## src/rtl/arb_rr_2x8.sv

```systemverilog
// Two-source round-robin arbiter feeding a single registered 8-bit output slot.
// Define ARB_FIXED_PRIO_EN to replace round robin with fixed priority to source 0.
module arb_rr_2x8 (
  input  logic       clk,
  input  logic       rst,
  input  logic [7:0] a0,
  input  logic       a0_valid,
  output logic       a0_ready,
  input  logic [7:0] a1,
  input  logic       a1_valid,
  output logic       a1_ready,
  output logic       sel,
  output logic [7:0] out,
  output logic       out_valid,
  input  logic       out_ready
);

  typedef enum logic [0:0] {
    EMPTY = 1'b0,
    FULL  = 1'b1
  } state_t;

  state_t     state_r;
  state_t     state_nxt_s;
  logic       load_ok_s;
  logic       grant_valid_s;
  logic       grant_idx_s;
  logic       pri_s;
  logic       take_s;
  logic [7:0] out_r;
  logic       sel_r;
  logic       out_valid_r;

`ifdef ARB_FIXED_PRIO_EN
  assign pri_s = 1'b0;
`else
  logic ptr_r;

  // Round-robin pointer: after serving a channel, favour the other one.
  always_ff @(posedge clk or posedge rst) begin
    if (rst) begin
      ptr_r <= 1'b0;
    end else if (take_s) begin
      ptr_r <= ~grant_idx_s;
    end
  end

  assign pri_s = ptr_r;
`endif

  // Grant selection among the valid sources.
  always_comb begin
    grant_valid_s = 1'b0;
    grant_idx_s   = 1'b0;
    case ({a1_valid, a0_valid})
      2'b01: begin
        grant_valid_s = 1'b1;
        grant_idx_s   = 1'b0;
      end
      2'b10: begin
        grant_valid_s = 1'b1;
        grant_idx_s   = 1'b1;
      end
      2'b11: begin
        grant_valid_s = 1'b1;
        grant_idx_s   = pri_s;
      end
      default: begin
        grant_valid_s = 1'b0;
        grant_idx_s   = 1'b0;
      end
    endcase
  end

  // Slot is free when empty, or when the held word leaves this cycle.
  always_comb begin
    load_ok_s = 1'b0;
    case (state_r)
      EMPTY:   load_ok_s = 1'b1;
      FULL:    load_ok_s = out_ready;
      default: load_ok_s = 1'b0;
    endcase
  end

  // Ready is gated by reset so no transfer is advertised while reset is held.
  assign a0_ready = load_ok_s & grant_valid_s & ~grant_idx_s & ~rst;
  assign a1_ready = load_ok_s & grant_valid_s &  grant_idx_s & ~rst;
  assign take_s   = a0_ready | a1_ready;

  // Next-state logic for the output slot.
  always_comb begin
    state_nxt_s = state_r;
    if (take_s) begin
      state_nxt_s = FULL;
    end else if ((state_r == FULL) && out_ready) begin
      state_nxt_s = EMPTY;
    end else begin
      state_nxt_s = state_r;
    end
  end

  // Slot state and its valid flag.
  always_ff @(posedge clk or posedge rst) begin
    if (rst) begin
      state_r     <= EMPTY;
      out_valid_r <= 1'b0;
    end else begin
      state_r     <= state_nxt_s;
      out_valid_r <= (state_nxt_s == FULL);
    end
  end

  // Data and source registers load only on an accepted input word.
  always_ff @(posedge clk or posedge rst) begin
    if (rst) begin
      out_r <= 8'h00;
      sel_r <= 1'b0;
    end else if (take_s) begin
      out_r <= grant_idx_s ? a1 : a0;
      sel_r <= grant_idx_s;
    end
  end

  assign out       = out_r;
  assign sel       = sel_r;
  assign out_valid = out_valid_r;

endmodule

```

## config.mk

```make
export PLATFORM = sky130hd
export DESIGN_NAME = arb_rr_2x8
export DESIGN_NICKNAME = d
export VERILOG_FILES = /design/src/rtl/arb_rr_2x8.sv
export SDC_FILE = /design/constraint.sdc
export NUM_CORES = 1
export LEC_CHECK = 0
export CAP_MARGIN = 30
export CORE_MARGIN = 3
export CORE_UTILIZATION = 35
export CTS_CLUSTER_DIAMETER = 100
export DETAILED_ROUTE_END_ITERATION = 10
export GPL_TIMING_DRIVEN = 0
export PLACE_DENSITY = 0.75
export SYNTH_ARGS = -nofsm -noshare
export SYNTH_HDL_FRONTEND = slang
export SYNTH_SLANG_ARGS = --single-unit
export TNS_END_PERCENT = 30
```

## constraint.sdc

```tcl
create_clock -name clk -period 2.1 [get_ports clk]
set_clock_uncertainty 0.2 [all_clocks]
set_input_delay 0.63 -clock clk [delete_from_list [all_inputs] [get_ports clk]]
set_output_delay 0.63 -clock clk [all_outputs]
set_load 0.01 [all_outputs]
```

==> metrics.md <==
| Metric | Value |
|---|---|
| Total number of vias | `530` |
| Cell family with most CP delay | `flip-flops` |
| Post-layout min period | `2.186 ns` |
| P per Cell Area | `730.4 mW/mm2` |
| Setup Viol. Count Final | `2` |
| Place WS | `-1.272 ns` |
| Crit path max fanout | `2` |
| Die Height | `45.35 um` |
| RSZ-0062 raised after global routing | `yes` |
| Period utilisation layout | `104.1%` |
| Clock buffer depth | `2` |
| Complex-gate fraction of the synthesized area | `39.72%` |
| Hold endpoint | `sel$_DFFE_PP0P_` |
| Main combinational cell family by area after synthesis | `compound AO/OA/AOI/OAI gates` |
| Reg-to-reg critical path endpoint | `out[5]$_DFFE_PP0P_` |
| Number of cells on the critical path | `4` |
| Outcome | `complete, but fails checks` |
| Avg WL per Cell | `15.36 um` |
| Hold-fix buffers, CTS | `0` |
| Number of global-route vias before repair | `556` |
| Share of cells above drive strength 1 | `22.22%` |
| Synth area leader | `dfrtp_1` |
| Crit path launch | `out_valid$_DFFE_PP0P_` |
| Critical-path cell list | `nor2b_4, buf_12, a2111oi_4, buf_2` |
| Reg2reg start | `out_valid$_DFFE_PP0P_` |
| Clock-pin slew on the worst setup and hold paths | `0.08 ns` |
| Reg2reg setup slack | `0.34 ns` |
| # diodes | `0` |
| #FFs+latches synth | `11` |
| I/O Buffers | `32` |
| Mean Syn Cell Area | `12.90 um2` |
| Yosys warning total | `0` |
| CTS root buffer | `clkbuf_4` |
| Routed wire length | `1.475 mm` |
| Final worst slack | `-0.08627 ns` |
| Critical path type | `reg2out` |
| Iter 0 DRT Violations | `12` |
| Final #Nets | `103` |
| Global route overflow | `0` |
| Critical path required time | `1.27 ns` |
| H-tree depth | `1` |
| First-pass detailed-route iteration total | `4` |
| WP buf/inv | `2` |
| Post-DR vias/cell | `5.521` |
| Row count | `13` |
| Residual DRC | `0` |
| Hold path depth | `2` |
| Multiplexer share of the synthesized area | `0%` |
| Top cell type's share of synthesized area | `50.81%` |
| Failing checks | `negative setup slack` |
| Die Width | `45.35 um` |
| Leak | `0.3912 nW` |
| Tot GR Track Use | `16.34%` |
| Core Area | `0.001383 mm2` |
| GP Congestion | `0.6336` |
| First-pass GRT wire length | `2.359 mm` |
| Cells on worst reg2reg path | `5` |
| Synthesized area | `541.8 um2` |
| Final max-slew violation count | `0` |
| Layout overhead on the synthesized area | `72.06%` |
| Yosys cell types | `12` |
| Syn Nets | `63` |
| Ports | `33` |
| Total clock sinks | `11` |
| Largest net degree at the start of global routing | `12` |
| Slowest CP cell | `dfrtp_1` |
| Initial antenna violation count | `0` |
| Initial core utilization | `39.19%` |
| Worst min path class | `reg2reg` |
| Synth Area in XOR/XNOR | `0%` |
| Post-synthesis sequential area ratio | `50.81%` |
| Fin. Hold Viols | `0` |
| Worst hold margin | `0.3152 ns` |
| CTS tree | `done` |
| Worst setup EP type | `primary output` |
| CTS buffer count | `3` |
| Fmax achieved | `0.4574 GHz` |
| Worst slew pin tran | `0.5940 ns` |
| Largest stage delay on the critical path | `0.38 ns` |
| ANT nets after route | `0` |
| Post-Synthesis Cells | `42` |
| Pwr Total | `0.0006809 W` |
| Area contributors post-synth | `dfrtp_1 51%, a221o_1 15%, o31a_1 13%` |
| Slew margin rel. | `60.25%` |
| Worst Path Arrival | `1.36 ns` |
| Total die area | `0.002056 mm2` |
| Synth Area in Adders | `0%` |
| Critical Path Source Type | `register` |
| Simple-gate share of the synthesized area | `4.619%` |
| Max cap viols | `0` |
| Worst VDD drop | `356.6 uV` |
| HP Start | `sel$_DFFE_PP0P_` |
| Worst-skew pair later-pin latency | `0.27 ns` |
| Post-DP HPWL | `1.064 mm` |
-- metal layers --
layer	routed length [um]	vias up	global-route usage, %
met5	0	-	0
met4	11	0	5.263
met3	125	2	6.375
met2	745	23	27.97
met1	593	256	18.43
li1	-	249	-
-- power by group --
group	total [W]	internal [W]	leakage, nW	switching (W)
Combinational	0.000258	0.000159	0.243	0.0000983
Sequential	0.000277	0.000253	0.133	0.0000245
Clock	0.000146	0.0000735	0.0150	0.0000725
Total	0.000681	0.000486	0.391	0.000195
-- cell usage in the layout (no fill, tap or decap) --
master | netlist | layout
clkbuf_4 | 0 | 3
a21oi_1 | 2 | 2
inv_4 | 0 | 1
inv_1 | 4 | 2
clkbuf_1 | 2 | 3
nor2b_4 | 0 | 1
nor2_1 | 1 | 1
buf_4 | 0 | 3
buf_8 | 0 | 1
a221o_1 | 8 | 8
buf_2 | 0 | 4
nand2b_1 | 1 | 1
inv_2 | 1 | 2
clkdlybuf4s50_1 | 0 | 26
a2111oi_4 | 2 | 2
buf_12 | 0 | 1
dfrtp_1 | 11 | 11
o31a_1 | 8 | 8
or3_1 | 1 | 1
-- synthesized netlist by cell type --
| cell type | count |
|---|---|
| dfrtp_1 | 11 |
| a221o_1 | 8 |
| o31a_1 | 8 |
| inv_1 | 4 |
| a2111oi_4 | 2 |
| a21oi_1 | 2 |
| clkbuf_1 | 2 |
| inv_2 | 1 |
| nand2b_1 | 1 |
| nor2_1 | 1 |
| nor2b_2 | 1 |
| or3_1 | 1 |
-- layout make-up --
cell class                 instances  area (um2)
fill                             126       450.4
timing repair buffer              35       337.8
sequential                        11       275.3
multi-input combinational         24       245.2
clock buffer                       4       26.28
inverter                           5       21.27
tap                               15       18.77
buffer                             2       7.507
-- registers in the layout, indices dropped and copies added (netlist names) --
signal     flops
sel            1
pri_s          1
out_valid      1
out            8
-- metrics by stage --
stage	instance area, um2	cells	setup TNS [ns]	util (%)
final	932.1	96	-0.1395	67.42
after global routing	932.1	96	-0.2097	67.42
after CTS	919.6	96	-0.2281	66.52
after detailed placement	880.8	89	-5.488	63.71
after global placement	880.8	89	-5.113	63.71
after floorplan	541.8	42	0	-
-- worst max path at each step --
stage	to	slack, ns
after floorplan	a0_ready	0.02
after global routing	a1_ready	-0.15
after CTS	a0_ready	-0.13
final	a1_ready	-0.09
after detailed placement	a0_ready	-1.27
after global placement	a0_ready	-1.24
-- timing repair --
item,in CTS,in global routing
setup buffers,3,0
resized for setup,27,5
pin swaps,2,1
setup endpoints to repair,10,2
-- worst register-to-register path: stages (launching register included) --
cell and delay [ns]:
dfrtp_1 0.38, nor2b_4 0.15, buf_12 0.12, clkbuf_1 0.21, o31a_1 0.34, a221o_1 0.26
-- cell families after synthesis --
| logic type | after synthesis |
|---|---|
| AOI/OAI and AO/OA | 20 |
| DFF | 11 |
| buffers and inverters | 7 |
| and+or+nand+nor | 4 |
(Power assumes the default switching activity.)
